[src/rtl/clk_divider_prog.sv]
// Runtime-programmable clock divider.
//
// Produces a divided waveform (clk_out) and a one-cycle period-start strobe (tick) from clk.
// A new divisor is captured into a shadow register by div_load and only becomes active at a
// period boundary (wrap edge) or on any disabled edge, so a period is never cut short or
// stretched mid-way.
//
// Ports:
//   clk      - system clock, all logic on the rising edge
//   rst      - synchronous, active-high reset
//   en       - run enable; when low the outputs are held low and the counter is parked
//   div_in   - new divisor value
//   div_load - one-cycle strobe capturing clamp(div_in) into the shadow register
//   clk_out  - divided waveform, high for the first floor(D/2) cycles of each period
//   tick     - one-cycle pulse on the first cycle of each period
//   div_pend - a loaded divisor is waiting for the next apply edge
//   div_cur  - divisor currently in effect
module clk_divider_prog #(
  parameter int unsigned WIDTH       = 32,
  parameter int unsigned DEFAULT_DIV = 300_000
) (
  input  logic             clk,
  input  logic             rst,
  input  logic             en,
  input  logic [WIDTH-1:0] div_in,
  input  logic             div_load,
  output logic             clk_out,
  output logic             tick,
  output logic             div_pend,
  output logic [WIDTH-1:0] div_cur
);

  localparam logic [WIDTH-1:0] DefDiv = WIDTH'(DEFAULT_DIV);
  localparam logic [WIDTH-1:0] MinDiv = WIDTH'(2);
  localparam logic [WIDTH-1:0] One    = WIDTH'(1);

  logic [WIDTH-1:0] div_q, div_d;
  logic [WIDTH-1:0] cnt_q, cnt_d;
  logic [WIDTH-1:0] shadow_q, shadow_d;
  logic             pend_q, pend_d;
  logic             clk_out_q, clk_out_d;
  logic             tick_q, tick_d;

  logic wrap;
  logic apply;

  always_comb begin
    wrap  = (cnt_q == div_q - One);
    // The pending divisor is applied at a wrap edge or on any disabled edge.
    apply = pend_q && (!en || wrap);

    div_d = apply ? shadow_q : div_q;

    // Divisors below 2 cannot produce a valid waveform, so they are clamped on capture.
    shadow_d = shadow_q;
    if (div_load) begin
      shadow_d = (div_in < MinDiv) ? MinDiv : div_in;
    end

    // A load on an apply edge re-arms pend for the value just captured.
    pend_d = pend_q;
    if (div_load) begin
      pend_d = 1'b1;
    end else if (apply) begin
      pend_d = 1'b0;
    end

    if (en) begin
      cnt_d     = wrap ? '0 : cnt_q + One;
      clk_out_d = (cnt_d < (div_d >> 1));
      tick_d    = (cnt_d == '0);
    end else begin
      // Park on the last count so the first enabled edge starts a fresh period.
      cnt_d     = div_d - One;
      clk_out_d = 1'b0;
      tick_d    = 1'b0;
    end
  end

  always_ff @(posedge clk) begin
    if (rst) begin
      div_q     <= DefDiv;
      cnt_q     <= DefDiv - One;
      shadow_q  <= DefDiv;
      pend_q    <= 1'b0;
      clk_out_q <= 1'b0;
      tick_q    <= 1'b0;
    end else begin
      div_q     <= div_d;
      cnt_q     <= cnt_d;
      shadow_q  <= shadow_d;
      pend_q    <= pend_d;
      clk_out_q <= clk_out_d;
      tick_q    <= tick_d;
    end
  end

  assign clk_out  = clk_out_q;
  assign tick     = tick_q;
  assign div_pend = pend_q;
  assign div_cur  = div_q;

endmodule
[config.mk]
export PLATFORM = sky130hd
export DESIGN_NAME = clk_divider_prog
export DESIGN_NICKNAME = d
export VERILOG_FILES = /design/src/rtl/clk_divider_prog.sv
export SDC_FILE = /design/constraint.sdc
export NUM_CORES = 1
export LEC_CHECK = 0
export CORE_MARGIN = 2
export CORE_UTILIZATION = 50
export CTS_CLUSTER_DIAMETER = 150
export CTS_CLUSTER_SIZE = 14
export DETAILED_ROUTE_END_ITERATION = 8
export PLACE_DENSITY = 0.71
export SYNTH_ARGS = -nofsm -noshare
export SYNTH_HDL_FRONTEND = slang
export SYNTH_SLANG_ARGS = --single-unit
[constraint.sdc]
create_clock -name clk -period 6.26 [get_ports clk]
set_input_delay 1.252 -clock clk [delete_from_list [all_inputs] [get_ports clk]]
set_output_delay 1.252 -clock clk [all_outputs]
set_load 0.02 [all_outputs]
Yosys cells after proc, flatten, opt, wreduce, memory -nomap -nowiden
Cells that the tools add are included.
Operators by class
  reductions and logical operators: 6
  mux-type cells: 6
  magnitude comparators: 2
  equal/unequal tests: 1
  add/subtract/negate cells: 3
  bitwise gates (word level): 1
Operator list (number)
  $mux 32: 4
  $sub 32x1->32 const B: 2
  $add 32x1->32 const B: 1
  $eq 32x32->1: 1
  $logic_not 32->1: 1
  $lt 32x2->1 const B: 1
  $lt 32x31->1: 1
  $mux 1: 2
  $reduce_bool 2->1: 1
  $reduce_or 2->1: 1
  $logic_and 1x1->1: 1
  $logic_not 1->1: 1
  $logic_or 1x1->1: 1
  $not 1->1: 1
Word-level totals
  input bits: 36
  logic and storage cells: 25
  register bits: 99
  output and inout port bits: 35

Longest topological paths before layout
  word-level depth: 7
  depth in mapped cells: 24
  mapped depth without buffers: 20

Worst setup path after synthesis
OpenSTA, ideal clock, no wires.
  path kind: reg2reg
  start: reg div_q[16] (netlist: div_cur[16])
  end: reg cnt_q[30]
  setup slack: 0.616 ns
  buffers on the path: 6
  stages on the path, launching flop included: 24
  data required time: 6.127 ns
  arrival time: 5.511 ns
  cells stage by stage: dfxtp_1 buf_2 or4_1 clkbuf_1 or4_4 or4_1 a211o_1 a32o_1 o41ai_2 buf_4 buf_12 buf_6 mux2i_1 ha_1 clkbuf_1 nand3_1 nand2b_1 nor3_1 nand2_1 nor4b_1 mux2i_1 nor2_1 xor2_1 o22ai_1
On the way
  word-level cells in the longest chain between the ends: 7
Ends and longest elaborated chain
  from (decl): RTL line 37  | logic [WIDTH-1:0] div_q, div_d;
  from (signal assigned): RTL line 82  | div_q <= DefDiv;
  from (signal assigned): RTL line 89  | div_q <= div_d;
  $sub 32x1->32: RTL line 48  | wrap = (cnt_q == div_q - One);
  $eq 32x32->1: RTL line 48
  $logic_or 1x1->1: RTL line 50  | apply = pend_q && (!en || wrap);
  $logic_and 1x1->1: RTL line 50
  $mux 32: RTL line 52  | div_d = apply ? shadow_q : div_q;
  $sub 32x1->32: RTL line 74  | cnt_d = div_d - One;
  $mux 32 *: RTL line 68  | if (en) begin
  to (signal assigned): RTL line 83  | cnt_q <= DefDiv - One;
  to (signal assigned): RTL line 90  | cnt_q <= cnt_d;
  to (decl): RTL line 38  | logic [WIDTH-1:0] cnt_q, cnt_d;
Mark *: on every way between the ends. The rest lies on a longest branch, timed or not.
A chain may end at the register's enable or synchronous reset.

Final worst setup path
  start: reg div_q[10] (netlist: div_cur[10])
  end: reg clk_out_q (netlist: clk_out)
On the way
  word-level cells in the longest chain between the ends: 6
Ends and longest elaborated chain
  $sub 32x1->32: RTL line 48
  $eq 32x32->1: RTL line 48
  $logic_or 1x1->1: RTL line 50
  $logic_and 1x1->1: RTL line 50
  $mux 32: RTL line 52
  $lt 32x31->1 *: RTL line 70  | clk_out_d = (cnt_d < (div_d >> 1));
  to (signal assigned): RTL line 93  | clk_out_q <= clk_out_d;
  to (decl): RTL line 41  | logic clk_out_q, clk_out_d;
Marks and branches as above.

==> run_results.csv <==
group,metric,value,unit
power_and_ir_drop,clock_power_share,0.352,
routing,highest_layer,"met4",
clocking,cts_tree,"built",
clocking,cts_buffers,9,
routing,wire_per_inst,20.3,µm
routing,drtIter0Drc,605,
place,place.gp.congestion,0.987,
sta,relSlewSlack,0.269,
routing,wl_met3,2300,µm
sta,hold_viol_final,0,
finish,drive_gt1_frac,0.0557,
setup_path,critPathArrivalTime,6190,ps
routing,wl,23000,µm
job,cap_violations,0,
power_and_ir_drop,seq_power_share,0.431,
clocking,postCtsHoldBufs,0,
routing,ant_nets,0,
finish,multi_input_area,0.00501,mm²
global_route,grt_pass1_wl,36300,µm
logic_synthesis,synth_edf_count,0,
floorplan,dieArea,0.0157,mm²
sta,worstMarginPinSlew,1090,ps
setup_path,startpoint_type,"flip-flop",
logic_synthesis,avgSynthCellArea,8.01,µm²
place,portBuffers,70,
power_and_ir_drop,peakVddDrop,0.000122,V
power_and_ir_drop,power,0.00165,W
floorplan,core_area,0.0144,mm²
global_route,grt_pass1_vias,6631,
clocking,cts_resized,0,
setup_path,crit_fanout,80,
power_and_ir_drop,leakagePower,3.13,nW
finish,ff_latch_area,0.00198,mm²
routing,vias,7044,
hold_path,hp-class,"reg -> reg",
logic_synthesis,syn-cell-area,0.00735,mm²
clocking,ctsLongestPathBuffers,2,
sta,period_share,0.941,
logic_synthesis,async_flop_share,0,
logic_synthesis,seq_area_frac_synth,0.270,
sta,setup_tns,0,ps
sta,period_minus_slack,5890,ps
finish,nets,1017,
global_route,grt.total_usage,0.292,
clocking,clk_pin_slew,70,ps
setup_path,required,6560,ps
clocking,insertion_delay,360,ps
place,post-dp-hpwl,17400,µm
logic_synthesis,yosysWarningCount,0,
sta,rsz0062_at_grt,"false",
sta,final_max_slew_viol_count,0,
sta,finalSetupViolations,0,
power_and_ir_drop,p_comb_frac,0.217,
power_and_ir_drop,powerDensity,196,mW/mm²
floorplan,die_width,125,µm
finish,diodes,0,
power_and_ir_drop,swShare,0.308,
logic_synthesis,synth-main-ff-cell,"dfxtp_1",
logic_synthesis,postSynthCellCount,917,
outcome,outcome,"finished, final reports clean",
sta,finClkSkew,8.39,ps
setup_path,end_kind,"flip-flop",
clocking,htreeDepth,3,
finish,n_fill_cell,1350,
power_and_ir_drop,switching_power,0.000508,W
power_and_ir_drop,p_int,0.00114,W
finish,area_growth,14.2,%
setup_path,critPathKind,"reg -> reg",
logic_synthesis,syn-num-nets,986,
clocking,cts_setup_buffers,0,
routing,routed-wl-met2,9960,µm
clocking,cts_root_buf,"clkbuf_16",
routing,drt-pass1-iter-count,5,
logic_synthesis,synth.distinct_cells,67,
routing,vias_per_cell,6.20,
clocking,clock_sinks,99,
floorplan,rows,44,
global_route,grt.overflow.total,0,
floorplan,io_pins,71,
global_route,antenna_found_initial,0,
floorplan,die_height,125,µm
routing,routedLengthMet1,10300,µm
routing,drc,0,
floorplan,start_util,0.509,
global_route,grt_max_degree,81,
logic_synthesis,synth_seq_cells,99,
sta,fmax,170,MHz
cell usage in the layout (no fill, tap or decap), types with 23 or more instances in the layout:
cell type        netlist  final
ha_1                  33     33
a21oi_1               29     29
nand4_1               28     28
dfxtp_1               99     99
o21ai_0               24     24
clkdlybuf4s50_1        0     68
nor2_1               146    146
nand3_1               28     28
nor4_1                40     38
xor2_1                42     42
nor3_1                23     23
mux2i_1               64     64
xnor2_1               49     49
nand2_1               36     36
synth_stat cells, drive strengths merged (31+ instances only):
library cell  number  area (µm²)
nor2             146         548
dfxtp             99        1980
mux2i             64         641
xnor2             49         429
clkbuf            47         176
xor2              42         368
nor4              40         250
nand2             36         135
ha                33         413
o21ai             32         160
a21oi             31         163
power groups by stage:
| stage | Clock, W | Combinational, W | Sequential, W |
|---|---|---|---|
| finish | 0.000580 | 0.000357 | 0.000711 |
| global route | 0.000613 | 0.000393 | 0.000714 |
| CTS | 0.000587 | 0.000354 | 0.000708 |
| detailed placement | 0 | 0.000351 | 0.000722 |
| global placement | 0 | 0.000350 | 0.000722 |
| floorplan | 0 | 0.000259 | 0.000701 |
per-stage QoR:
| stage | area (µm²) | worst slack [ps] | utilization | hold slack, ps | cells |
|---|---|---|---|---|---|
| 3_5_place_dp | 8090 | 589 | 0.561 | 490 | 1121 |
| 6_report | 8390 | 372 | 0.582 | 501 | 1136 |
| 2_1_floorplan | 7350 | 616 | - | 460 | 917 |
| 3_3_place_gp | 8090 | 677 | 0.561 | 473 | 1121 |
| 4_1_cts | 8390 | 462 | 0.582 | 505 | 1136 |
| 5_1_grt | 8390 | 85.7 | 0.582 | 550 | 1136 |
flip-flops by register name, indices dropped and copies added, names as in the netlist:
name and cells:
tick 1, div_cur 32, clk_out 1, cnt_q 32, shadow_q 32, div_pend 1
worst max-delay path, cell delays in order (launching register included):
cell	delay [ps]
dfxtp_1	450
or4_4	610
or4_1	640
nor4_1	340
a211o_1	140
or4b_4	500
o41ai_4	520
buf_12	450
mux2i_1	370
ha_1	310
a21o_1	170
a21o_1	170
a21oi_1	160
nor2b_1	80
o21ai_0	190
nand2b_1	80
a21oi_1	140
nor2b_1	90
o21ai_0	190
o2111a_1	220
final cells by class:
cell class | count | area share
tap | 184 | 0.0274
inverter | 15 | 0.00671
clock buffer | 10 | 0.0285
clock inverter | 5 | 0.00730
multi-input combinational | 738 | 0.597
sequential | 99 | 0.236
timing repair buffer | 85 | 0.0972
cells by family (layout without fill, tap and decap cells):
group / Yosys count / count (layout) / share of synthesized area
adders and majority gates: 33 / 33 / 0.0562
DFF: 99 / 99 / 0.270
xor gates and xnor gates: 93 / 93 / 0.115
AOI/OAI and AO/OA: 156 / 156 / 0.144
muxes: 67 / 67 / 0.0918
and+or+nand+nor: 389 / 389 / 0.271
buffers and inverters: 80 / 115 / 0.0519
per-layer routing:
layer	vias up	global-route usage
met1	3270	0.409
met3	38	0.0723
met2	337	0.442
met5	-	0
met4	0	0.0928
li1	3399	-
worst paths after layout:
kind | endpoint | slack (ps) | cells past startpoint | start
setup / recovery | clk_out$_SDFF_PP0_ | 370 | 19 | div_cur[10]$_SDFF_PP0_
hold / removal | shadow_q[31]$_SDFFE_PP0P_ | 500 | 2 | shadow_q[31]$_SDFFE_PP0P_
setup reg to reg | clk_out$_SDFF_PP0_ | 370 | 19 | div_cur[10]$_SDFF_PP0_
hold reg to reg | shadow_q[31]$_SDFFE_PP0P_ | 500 | 2 | shadow_q[31]$_SDFFE_PP0P_
(Power assumes the default switching activity.)
